--- config.mk ---
export PLATFORM = sky130hd
export DESIGN_NAME = grf_write_driver_flat
export DESIGN_NICKNAME = d
export VERILOG_FILES = /design/src/rtl/grf_write_driver_pkg.sv /design/src/rtl/grf_write_driver_if.sv /design/src/rtl/grf_write_driver_wb_fifo.sv /design/src/rtl/grf_write_driver.sv /design/src/flat_wrapper.sv
export SDC_FILE = /design/constraint.sdc
export NUM_CORES = 1
export LEC_CHECK = 0
export CORE_MARGIN = 8
export CORE_UTILIZATION = 44
export CTS_BUF_LIST = sky130_fd_sc_hd__clkbuf_4 sky130_fd_sc_hd__clkbuf_8 sky130_fd_sc_hd__clkbuf_16
export DETAILED_ROUTE_END_ITERATION = 16
export GPL_TIMING_DRIVEN = 0
export PLACE_DENSITY = 0.77
export SYNTH_ARGS = -nofsm -noshare
export SYNTH_HDL_FRONTEND = slang
export SYNTH_SLANG_ARGS = --single-unit
--- constraint.sdc ---
create_clock -name clk -period 4 [get_ports clk]
set_input_delay 0.6 -clock clk [delete_from_list [all_inputs] [get_ports clk]]
set_output_delay 0.6 -clock clk [all_outputs]
set_load 0.05 [all_outputs]
--- src/rtl/grf_write_driver_pkg.sv ---
// grf_write_driver_pkg: shared widths, register-zero constant and write-request struct
package grf_write_driver_pkg;
  localparam int REG_W = 5;
  localparam int DATA_W = 32;
  localparam logic [REG_W-1:0] REG_ZERO = '0;
  typedef struct packed {
    logic [REG_W-1:0]  addr;
    logic [DATA_W-1:0] data;
    logic [DATA_W-1:0] pc;
  } wb_req_t;
endpackage

--- src/rtl/grf_write_driver_if.sv ---
// grf_write_driver_if: pipeline/MDU request side and GRF write port of the write driver
interface grf_write_driver_if;
  import grf_write_driver_pkg::*;
  logic              a_valid;
  logic [REG_W-1:0]  a_addr;
  logic [DATA_W-1:0] a_data;
  logic [DATA_W-1:0] a_pc;
  logic              b_valid;
  logic              b_ready;
  logic [REG_W-1:0]  b_addr;
  logic [DATA_W-1:0] b_data;
  logic [DATA_W-1:0] b_pc;
  logic              WE;
  logic [REG_W-1:0]  A3;
  logic [DATA_W-1:0] WD;
  logic [DATA_W-1:0] PC;
  logic [31:0]       pend_mask;
  logic              starve_req;
  modport master (
    output a_valid, a_addr, a_data, a_pc, b_valid, b_addr, b_data, b_pc,
    input  b_ready, WE, A3, WD, PC, pend_mask, starve_req
  );
  modport slave (
    input  a_valid, a_addr, a_data, a_pc, b_valid, b_addr, b_data, b_pc,
    output b_ready, WE, A3, WD, PC, pend_mask, starve_req
  );
endinterface

--- src/rtl/grf_write_driver_wb_fifo.sv ---
// grf_write_driver_wb_fifo: MDU result queue with per-entry valid bits and WAW squash by address
module grf_write_driver_wb_fifo
  import grf_write_driver_pkg::*;
#(
  parameter int DEPTH = 2
) (
  input  logic             clk,
  input  logic             reset,
  input  logic             push,
  input  wb_req_t          push_req,
  input  logic             pop,
  input  logic             squash_en,
  input  logic [REG_W-1:0] squash_addr,
  output logic             full,
  output logic             empty,
  output logic             head_valid,
  output wb_req_t          head,
  output logic [DEPTH-1:0] ent_valid,
  output logic [REG_W-1:0] ent_addr [DEPTH]
);
  localparam int AW = (DEPTH > 1) ? $clog2(DEPTH) : 1;
  wb_req_t          mem_q [DEPTH];
  logic [DEPTH-1:0] vld_q, vld_d;
  logic [AW-1:0]    rd_q, wr_q;
  logic [AW:0]      cnt_q;
  assign full       = cnt_q == (AW+1)'(DEPTH);
  assign empty      = cnt_q == '0;
  assign head       = mem_q[rd_q];
  assign head_valid = vld_q[rd_q];
  assign ent_valid  = vld_q;
  for (genvar g = 0; g < DEPTH; g++) begin : g_addr
    assign ent_addr[g] = mem_q[g].addr;
  end
  // squash before push: a same-cycle push is younger than the A write
  always_comb begin
    vld_d = vld_q;
    for (int i = 0; i < DEPTH; i++)
      if (squash_en && mem_q[i].addr == squash_addr) vld_d[i] = 1'b0;
    if (pop) vld_d[rd_q] = 1'b0;
    if (push) vld_d[wr_q] = 1'b1;
  end
  always_ff @(posedge clk or posedge reset) begin
    if (reset) begin
      vld_q <= '0;
      rd_q  <= '0;
      wr_q  <= '0;
      cnt_q <= '0;
    end else begin
      vld_q <= vld_d;
      rd_q  <= pop ? rd_q + 1'b1 : rd_q;
      wr_q  <= push ? wr_q + 1'b1 : wr_q;
      cnt_q <= cnt_q + (AW+1)'(push) - (AW+1)'(pop);
    end
  end
  always_ff @(posedge clk) begin
    if (push) mem_q[wr_q] <= push_req;
  end
endmodule

--- src/rtl/grf_write_driver.sv ---
// grf_write_driver: merges pipeline (A) and MDU (B) results onto the single GRF write port
module grf_write_driver
  import grf_write_driver_pkg::*;
#(
  parameter int DEPTH        = 2,
  parameter int STARVE_LIMIT = 4
) (
  input logic              clk,
  input logic              reset,
  grf_write_driver_if.slave bus
);
  localparam int CW = $clog2(STARVE_LIMIT + 2);
  logic             a_go, push, pop, issue_b, full, empty, head_valid;
  logic             we_d, we_q, starve_d, starve_q;
  logic [CW-1:0]    cnt_d, cnt_q;
  wb_req_t          a_req, b_req, head, out_d, out_q;
  logic [DEPTH-1:0] ent_valid;
  logic [REG_W-1:0] ent_addr [DEPTH];
  logic [31:0]      pend;
  assign a_req = '{bus.a_addr, bus.a_data, bus.a_pc};
  assign b_req = '{bus.b_addr, bus.b_data, bus.b_pc};
  grf_write_driver_wb_fifo #(.DEPTH(DEPTH)) u_fifo (
    .clk        (clk),
    .reset      (reset),
    .push       (push),
    .push_req   (b_req),
    .pop        (pop),
    .squash_en  (a_go),
    .squash_addr(bus.a_addr),
    .full       (full),
    .empty      (empty),
    .head_valid (head_valid),
    .head       (head),
    .ent_valid  (ent_valid),
    .ent_addr   (ent_addr)
  );
  // b_ready uses start-of-cycle occupancy, so a full FIFO never takes a push even while popping
  always_comb begin
    a_go     = bus.a_valid && bus.a_addr != REG_ZERO;
    push     = bus.b_valid && !full && bus.b_addr != REG_ZERO;
    pop      = !a_go && !empty;
    issue_b  = pop && head_valid;
    we_d     = a_go || issue_b;
    out_d    = a_go ? a_req : issue_b ? head : out_q;
    cnt_d    = pop ? '0 : (full && a_go && cnt_q < CW'(STARVE_LIMIT)) ? cnt_q + 1'b1 : cnt_q;
    starve_d = cnt_d >= CW'(STARVE_LIMIT);
  end
  always_comb begin
    pend = '0;
    for (int i = 0; i < DEPTH; i++)
      if (ent_valid[i]) pend[ent_addr[i]] = 1'b1;
    pend[0] = 1'b0;
  end
  always_ff @(posedge clk or posedge reset) begin
    if (reset) begin
      we_q     <= 1'b0;
      out_q    <= '0;
      cnt_q    <= '0;
      starve_q <= 1'b0;
    end else begin
      we_q     <= we_d;
      out_q    <= out_d;
      cnt_q    <= cnt_d;
      starve_q <= starve_d;
    end
  end
  assign bus.b_ready    = !full;
  assign bus.WE         = we_q;
  assign bus.A3         = out_q.addr;
  assign bus.WD         = out_q.data;
  assign bus.PC         = out_q.pc;
  assign bus.pend_mask  = pend;
  assign bus.starve_req = starve_q;
endmodule

--- src/flat_wrapper.sv ---
// flat-port wrapper written by rule: the top's interface ports become plain ports
module grf_write_driver_flat import grf_write_driver_pkg::*;
#(
  parameter int DEPTH        = 2,
  parameter int STARVE_LIMIT = 4
)
  (clk, reset, bus_a_valid, bus_a_addr, bus_a_data, bus_a_pc, bus_b_valid, bus_b_addr, bus_b_data, bus_b_pc, bus_b_ready, bus_WE, bus_A3, bus_WD, bus_PC, bus_pend_mask, bus_starve_req);
  grf_write_driver_if bus_i ();
  input logic clk;
  input logic reset;
  input wire logic [$bits(bus_i.a_valid)-1:0] bus_a_valid;
  input wire logic [$bits(bus_i.a_addr)-1:0] bus_a_addr;
  input wire logic [$bits(bus_i.a_data)-1:0] bus_a_data;
  input wire logic [$bits(bus_i.a_pc)-1:0] bus_a_pc;
  input wire logic [$bits(bus_i.b_valid)-1:0] bus_b_valid;
  input wire logic [$bits(bus_i.b_addr)-1:0] bus_b_addr;
  input wire logic [$bits(bus_i.b_data)-1:0] bus_b_data;
  input wire logic [$bits(bus_i.b_pc)-1:0] bus_b_pc;
  output wire logic [$bits(bus_i.b_ready)-1:0] bus_b_ready;
  output wire logic [$bits(bus_i.WE)-1:0] bus_WE;
  output wire logic [$bits(bus_i.A3)-1:0] bus_A3;
  output wire logic [$bits(bus_i.WD)-1:0] bus_WD;
  output wire logic [$bits(bus_i.PC)-1:0] bus_PC;
  output wire logic [$bits(bus_i.pend_mask)-1:0] bus_pend_mask;
  output wire logic [$bits(bus_i.starve_req)-1:0] bus_starve_req;
  assign bus_i.a_valid = bus_a_valid;
  assign bus_i.a_addr = bus_a_addr;
  assign bus_i.a_data = bus_a_data;
  assign bus_i.a_pc = bus_a_pc;
  assign bus_i.b_valid = bus_b_valid;
  assign bus_i.b_addr = bus_b_addr;
  assign bus_i.b_data = bus_b_data;
  assign bus_i.b_pc = bus_b_pc;
  assign bus_b_ready = bus_i.b_ready;
  assign bus_WE = bus_i.WE;
  assign bus_A3 = bus_i.A3;
  assign bus_WD = bus_i.WD;
  assign bus_PC = bus_i.PC;
  assign bus_pend_mask = bus_i.pend_mask;
  assign bus_starve_req = bus_i.starve_req;
  grf_write_driver #(.DEPTH(DEPTH), .STARVE_LIMIT(STARVE_LIMIT)) u_core (.clk(clk), .reset(reset), .bus(bus_i));
endmodule
# == Yosys cells after proc, flatten, opt, wreduce, memory -nomap -nowiden ==
# Memories as Yosys holds them, arrays and structs flattened.
# Cells that the tools add are included.
# op_classes
add_sub_neg,5
n_lt_le_gt_ge,10
n_eq_ne,3
n_mux,22
n_bitwise,4
reduce_logical,21
# ops
operator,n
$mux 69,2
$mux 32,2
$or 32x32->32,1
$logic_and 1x1->1,13
$lt 5x6->1 const B,2
$demux 1 s5,2
$eq 5x5->1,2
$ge 5x1->1 const B,2
$mux 1,10
$reduce_bool 5->1,2
$mux 3,2
$lt 1x2->1 const B,2
$mux 2,2
$add 3x1->3 const B,1
$ge 3x3->1 const B,1
$logic_not 1->1,3
$lt 3x3->1 const B,1
$add 1x1->1 const B,2
$add 2x1->2,1
$and 2x2->2,1
$demux 1 s1,2
$eq 2x2->1 const B,1
$ge 1x1->1 const B,2
$logic_not 2->1,1
5 further kinds,5
# word_totals
register_bits,80
mem_bits_rw,138
input_bits,142
out_inout_bits,104
mem_count,1
# memory_table
name,depth,width,rd,rd_ports_with_merged_regs,write_ports,line,rtl
u_core.u_fifo.mem_q,2,69,3,0,1,grf_write_driver_wb_fifo.sv:22,wb_req_t mem_q [DEPTH];

# == Longest topological paths before layout ==
# depth
depth_word,9
depth_mapped,11

# == Cells and area by module ==
# Synthesis repeated with hierarchy kept, for this count alone.
# hier_totals
hier_cells,648
area_unflattened_um2,9587.9
# modules_own_cells
module,n_inst,cells_each,area_per_inst_um2
grf_write_driver_wb_fifo,1,265,5803.1
grf_write_driver,1,383,3784.9

# == Least setup slack after synthesis ==
# No wires, ideal clock.
# synth_path
kind,reg-to-reg
from,register u_core.u_fifo.cnt_q[0]
to,memory u_core.u_fifo.mem_q[1][0] in the netlist's numbering (enable)
setup_time_ns,0.498
arrival_ns,4.148
t_required_ns,3.502
path_slack_ns,-0.647
stages_incl_launch_ff,4
synth_period_minus_slack_ns,4.647
cell_sequence,dfrtp_1 > nand2b_1 > o211ai_1 > nor2_1
# synth_via
elab_chain_len,6
# synth_rtl
element,line,rtl
start: declaration,grf_write_driver_wb_fifo.sv:25,logic [AW:0] cnt_q;
start signal: assignment,grf_write_driver_wb_fifo.sv:52,cnt_q <= cnt_q + (AW+1)'(push) - (AW+1)'(pop);
$eq 2x2->1,grf_write_driver_wb_fifo.sv:26,assign full = cnt_q == (AW+1)'(DEPTH);
$logic_not 1->1,-,
via bus_b_ready,flat_wrapper.sv:19,output wire logic [$bits(bus_i.b_ready)-1:0] bus_b_ready;
$logic_and 1x1->1 (2 in a row),grf_write_driver.sv:40,push = bus.b_valid && !full && bus.b_addr != REG_ZERO;
$mux 1,grf_write_driver_wb_fifo.sv:56,if (push) mem_q[wr_q] <= push_req;
$mux 1 (implied by the code),grf_write_driver_wb_fifo.sv:56,
end: declaration,grf_write_driver_wb_fifo.sv:22,
# The timed path passes the listed nets, and every way through them passes these cells.

# == Final worst setup path ==
# layout_path
from,register u_core.u_fifo.vld_q[0] (netlist: u_core.u_fifo.ent_valid[0])
to,output bus_pend_mask[16]
# layout_via
elab_chain_len,3
# layout_rtl
element,line,rtl
start: declaration,grf_write_driver_wb_fifo.sv:23,"logic [DEPTH-1:0] vld_q, vld_d;"
start signal: assignment,grf_write_driver_wb_fifo.sv:49,vld_q <= vld_d;
$mux 32 (*),grf_write_driver.sv:51,if (ent_valid[i]) pend[ent_addr[i]] = 1'b1;
$or 32x32->32 (no line),-,
$mux 32 (*),grf_write_driver.sv:51,
end: declaration,flat_wrapper.sv:24,output wire logic [$bits(bus_i.pend_mask)-1:0] bus_pend_mask;
# Every way passes the cells marked *; elsewhere a longest branch is shown, timed or not.

==> results.md <==
- Synth Area in Adders: 0.4120%
- Worst-Margin Slew: 910.9 ps
- First-pass GRT wire length: 41.10 mm
- PwrDens: 786.9 nW/um^2
- Clk Latency, worst-skew pair: 510 ps
- Status: finished clean
- Fin. Hold Viols: 0
- Endpoint class of the critical path: primary output
- Worst-path clk slew: 60 ps
- Fmax: 0.2892 GHz
- Setup TNS: 0 ps
- Ports: 246
- Flip-flop and latch count after synthesis: 217
- R2R setup slack: 1070 ps
- Final wirelength: 26.58 mm
- Slew Limit Fails: 0
- Post-synthesis mux area share: 7.580%
- Die footprint: 25570 sq um
- DRC errors left: 0
- Crit path capture: bus_pend_mask[16]
- Critical path's most frequent cell: clkbuf_1
- Post-synthesis cell area: 9111 sq um
- Layout area overhead: 40.04%
- Detail Route Antenna Nets: 0
- Post-layout util: 62.86%
- Drt pass-1 iters: 5
- Crit path max fanout: 7
- Setup bufs post-CTS: 0
- Setup Skew: 18.67 ps
- Final net count: 1155
- Stages on the worst setup path: 5
- Hold_buf cts: 0
- Simple-gate share of the synthesized area: 9.915%
- GP Congestion: 0.8770
- LEAKAGE: 0.004722 uW
- Post-Layout Cell Count: 1298
- CP Data Required Time: 3400 ps
- Vias: 7037
- Synth top area share: 45.48%
- Yosys top cell by area: edfxtp_1
- Unrepaired setup endpoints after global routing: no
- Dpl cell area: 12020 sq um
- Register area share after synthesis: 67.18%
- Worst r2r src: u_core.u_fifo.cnt_q[0]
- Largest family of logic cells by synthesized area: compound AO/OA/AOI/OAI gates
- Largest net degree at the start of global routing: 41
- Worst Setup SP: u_core.u_fifo.ent_valid[0]
- Post-Place Cells: 1255
- Congestion Overflow GR: 0
- Final worst path period share: 86.45%
- Slew margin rel.: 37.54%
- Worst path bufs/invs: 3
- CP max stage cell: clkdlybuf4s50_1
- CP max stage delay: 850 ps
- Synthesized Nets: 881
- DRT iter0 DRCs: 483
- RR Endpoint: u_core.u_fifo.cnt_q[1]
- Initial Utilization: 44.88%
- Critical Path Source Type: flop
- Synth async-reset ratio: 36.41%
- Post_cts resized: 0
- Most used DFF post-synth: edfxtp_1
- Clk root buf: clkbuf_16
- YS warnings: 0
- Mean post-synth cell area: 12.38 sq um
- CTS Buf Count: 23
- Count of final setup violators: 0
- Crit path kind: reg -> out
- Number of global-route vias before repair: 7291
- Crit path cell chain: clkbuf_1, or3b_2, clkbuf_1, o22ai_1, clkdlybuf4s50_1
- EDFF count, synth: 138
- WL per Instance: 20.48 um
- R2R cell count: 9
- Input/output buffers: 244
- Vias per cell: 5.421
- # rows: 52
- Critical path arrival: 2860 ps
- Count of cell types in the netlist: 35
- CTS tree: yes
- Max Buffers Root-to-Sink: 3
- GRT Util Overall: 20.12%
- Finished Cell Area: 12760 sq um
- Final HPWL DP: 19.00 mm
- Worst vdd rail ir drop: 0.0004600 V
- Die height: 159.9 um
- Post-synthesis compound-gate area fraction: 10.64%
- Worst min path class: in -> async
- Total core area: 20300 sq um
- Die span in x: 159.9 um
- Crit path max-delay family: buffers and inverters
- Max_cap viols: 0
- Cells after Synth: 736
- XOR/XNOR Fraction of Synth Area: 1.250%
- Initial antenna violation count: 7
- Share of layout cells above drive strength 1: 7.011%
- Final worst path period need: 3458 ps
- Number of fillers in the final layout: 1622
- Sink Count: 217
- Largest cells by area after synthesis: edfxtp_1, dfrtp_1, mux2i_1
- H-tree lvl count: 1
[final cells by class]
cell class | instances | area (sq um) | share of cell area (%)
multi-input combinational | 455 | 2734 | 21.43
tap | 270 | 337.8 | 2.648
timing repair buffer | 249 | 2550 | 19.98
clock buffer | 34 | 670.6 | 5.256
sequential | 217 | 6121 | 47.97
clock inverter | 8 | 70.07 | 0.5491
buffer | 58 | 249.0 | 1.951
antenna | 1 | 2.502 | 0.01961
inverter | 6 | 25.02 | 0.1961
[how the worst min path moves through the flow]
stage / from / to / slack, ps / cells past startpoint
after floorplan: u_core.u_fifo.wr_q / u_core.u_fifo.wr_q / 470 / 1
after global placement: u_core.u_fifo.wr_q / u_core.u_fifo.wr_q / 480 / 1
after detailed placement: u_core.cnt_q[0] / u_core.cnt_q[0] / 520 / 2
after CTS: reset / u_core.bus.WD[27] / 530 / 2
after global routing: reset / u_core.bus.WD[27] / 550 / 2
final: reset / u_core.bus.WD[27] / 510 / 2
[cell usage in the layout, fill, tap and decap left out, types with 6 or more instances in the layout]
cell type,n
nor2_1,6
dfrtp_1,79
edfxtp_1,138
o22ai_1,31
buf_2,16
o21ai_0,71
clkbuf_1,36
xor2_1,6
mux2i_1,69
clkbuf_16,23
clkdlybuf4s50_1,244
a21oi_1,70
clkbuf_4,9
nand3b_1,11
nand2_1,77
nor3_1,70
xnor2_1,7
[Yosys cell counts, types with 2 or more instances]
library cell / number
ha_1: 3
o211ai_1: 3
mux2i_1: 69
dfrtp_1: 79
nand2b_1: 2
nor3_1: 70
xor2_1: 6
xnor2_1: 7
nand3b_1: 11
or3b_2: 5
or4_1: 2
clkbuf_1: 36
nand4_1: 2
buf_1: 4
buf_2: 16
o21ai_0: 71
nor2_1: 8
o21a_1: 2
a21oi_1: 70
nand3_1: 5
nand2_1: 77
or3_1: 3
inv_1: 6
o22ai_1: 31
edfxtp_1: 138
[layer usage]
metal / vias up / global-route usage, % / wire length, um
met4: 12 / 6.585 / 817
li1: 3276 / - / -
met3: 70 / 5.733 / 1915
met1: 3383 / 24.63 / 10970
met5: - / 0 / 73
met2: 296 / 33.77 / 12810
[power breakdown]
group,internal [uW],switching [uW],leakage [uW],total [uW]
logic,1540,3050,0.00210,4590
clock network,1230,842,0.000377,2070
registers,3090,284,0.00224,3370
total,5860,4180,0.00472,10000
[through the flow]
stage | hold slack (ps) | power [uW] | setup slack (ps)
floorplan | 468.1 | 6381 | -646.7
global placement | 481.3 | 7921 | -2736
detailed placement | 523.9 | 8023 | 611.8
CTS | 532.2 | 10120 | 523.9
global route | 548.7 | 10540 | 466.9
finish | 506.8 | 10040 | 542.2
[flip-flops by register name, indices dropped and copies added, names as in the netlist]
signal	flops
u_core.cnt_q	3
u_core.bus.WD	32
u_core.u_fifo.ent_valid	2
u_core.bus.A3	5
u_core.u_fifo.wr_q	1
u_core.bus.WE	1
u_core.bus.PC	32
u_core.u_fifo.rd_q	1
u_core.u_fifo.mem_q	138
u_core.u_fifo.cnt_q	2
[cells by family (layout without fill, tap and decap cells)]
kind of cell | after synthesis | in the layout
xor+xnor | 13 | 13
mux | 69 | 69
compound gates | 181 | 181
other cells | 1 | 2
fa+ha+maj | 3 | 3
buf+inv | 64 | 355
simple gates | 188 | 188
flops | 217 | 217
(Power assumes the default switching activity.)
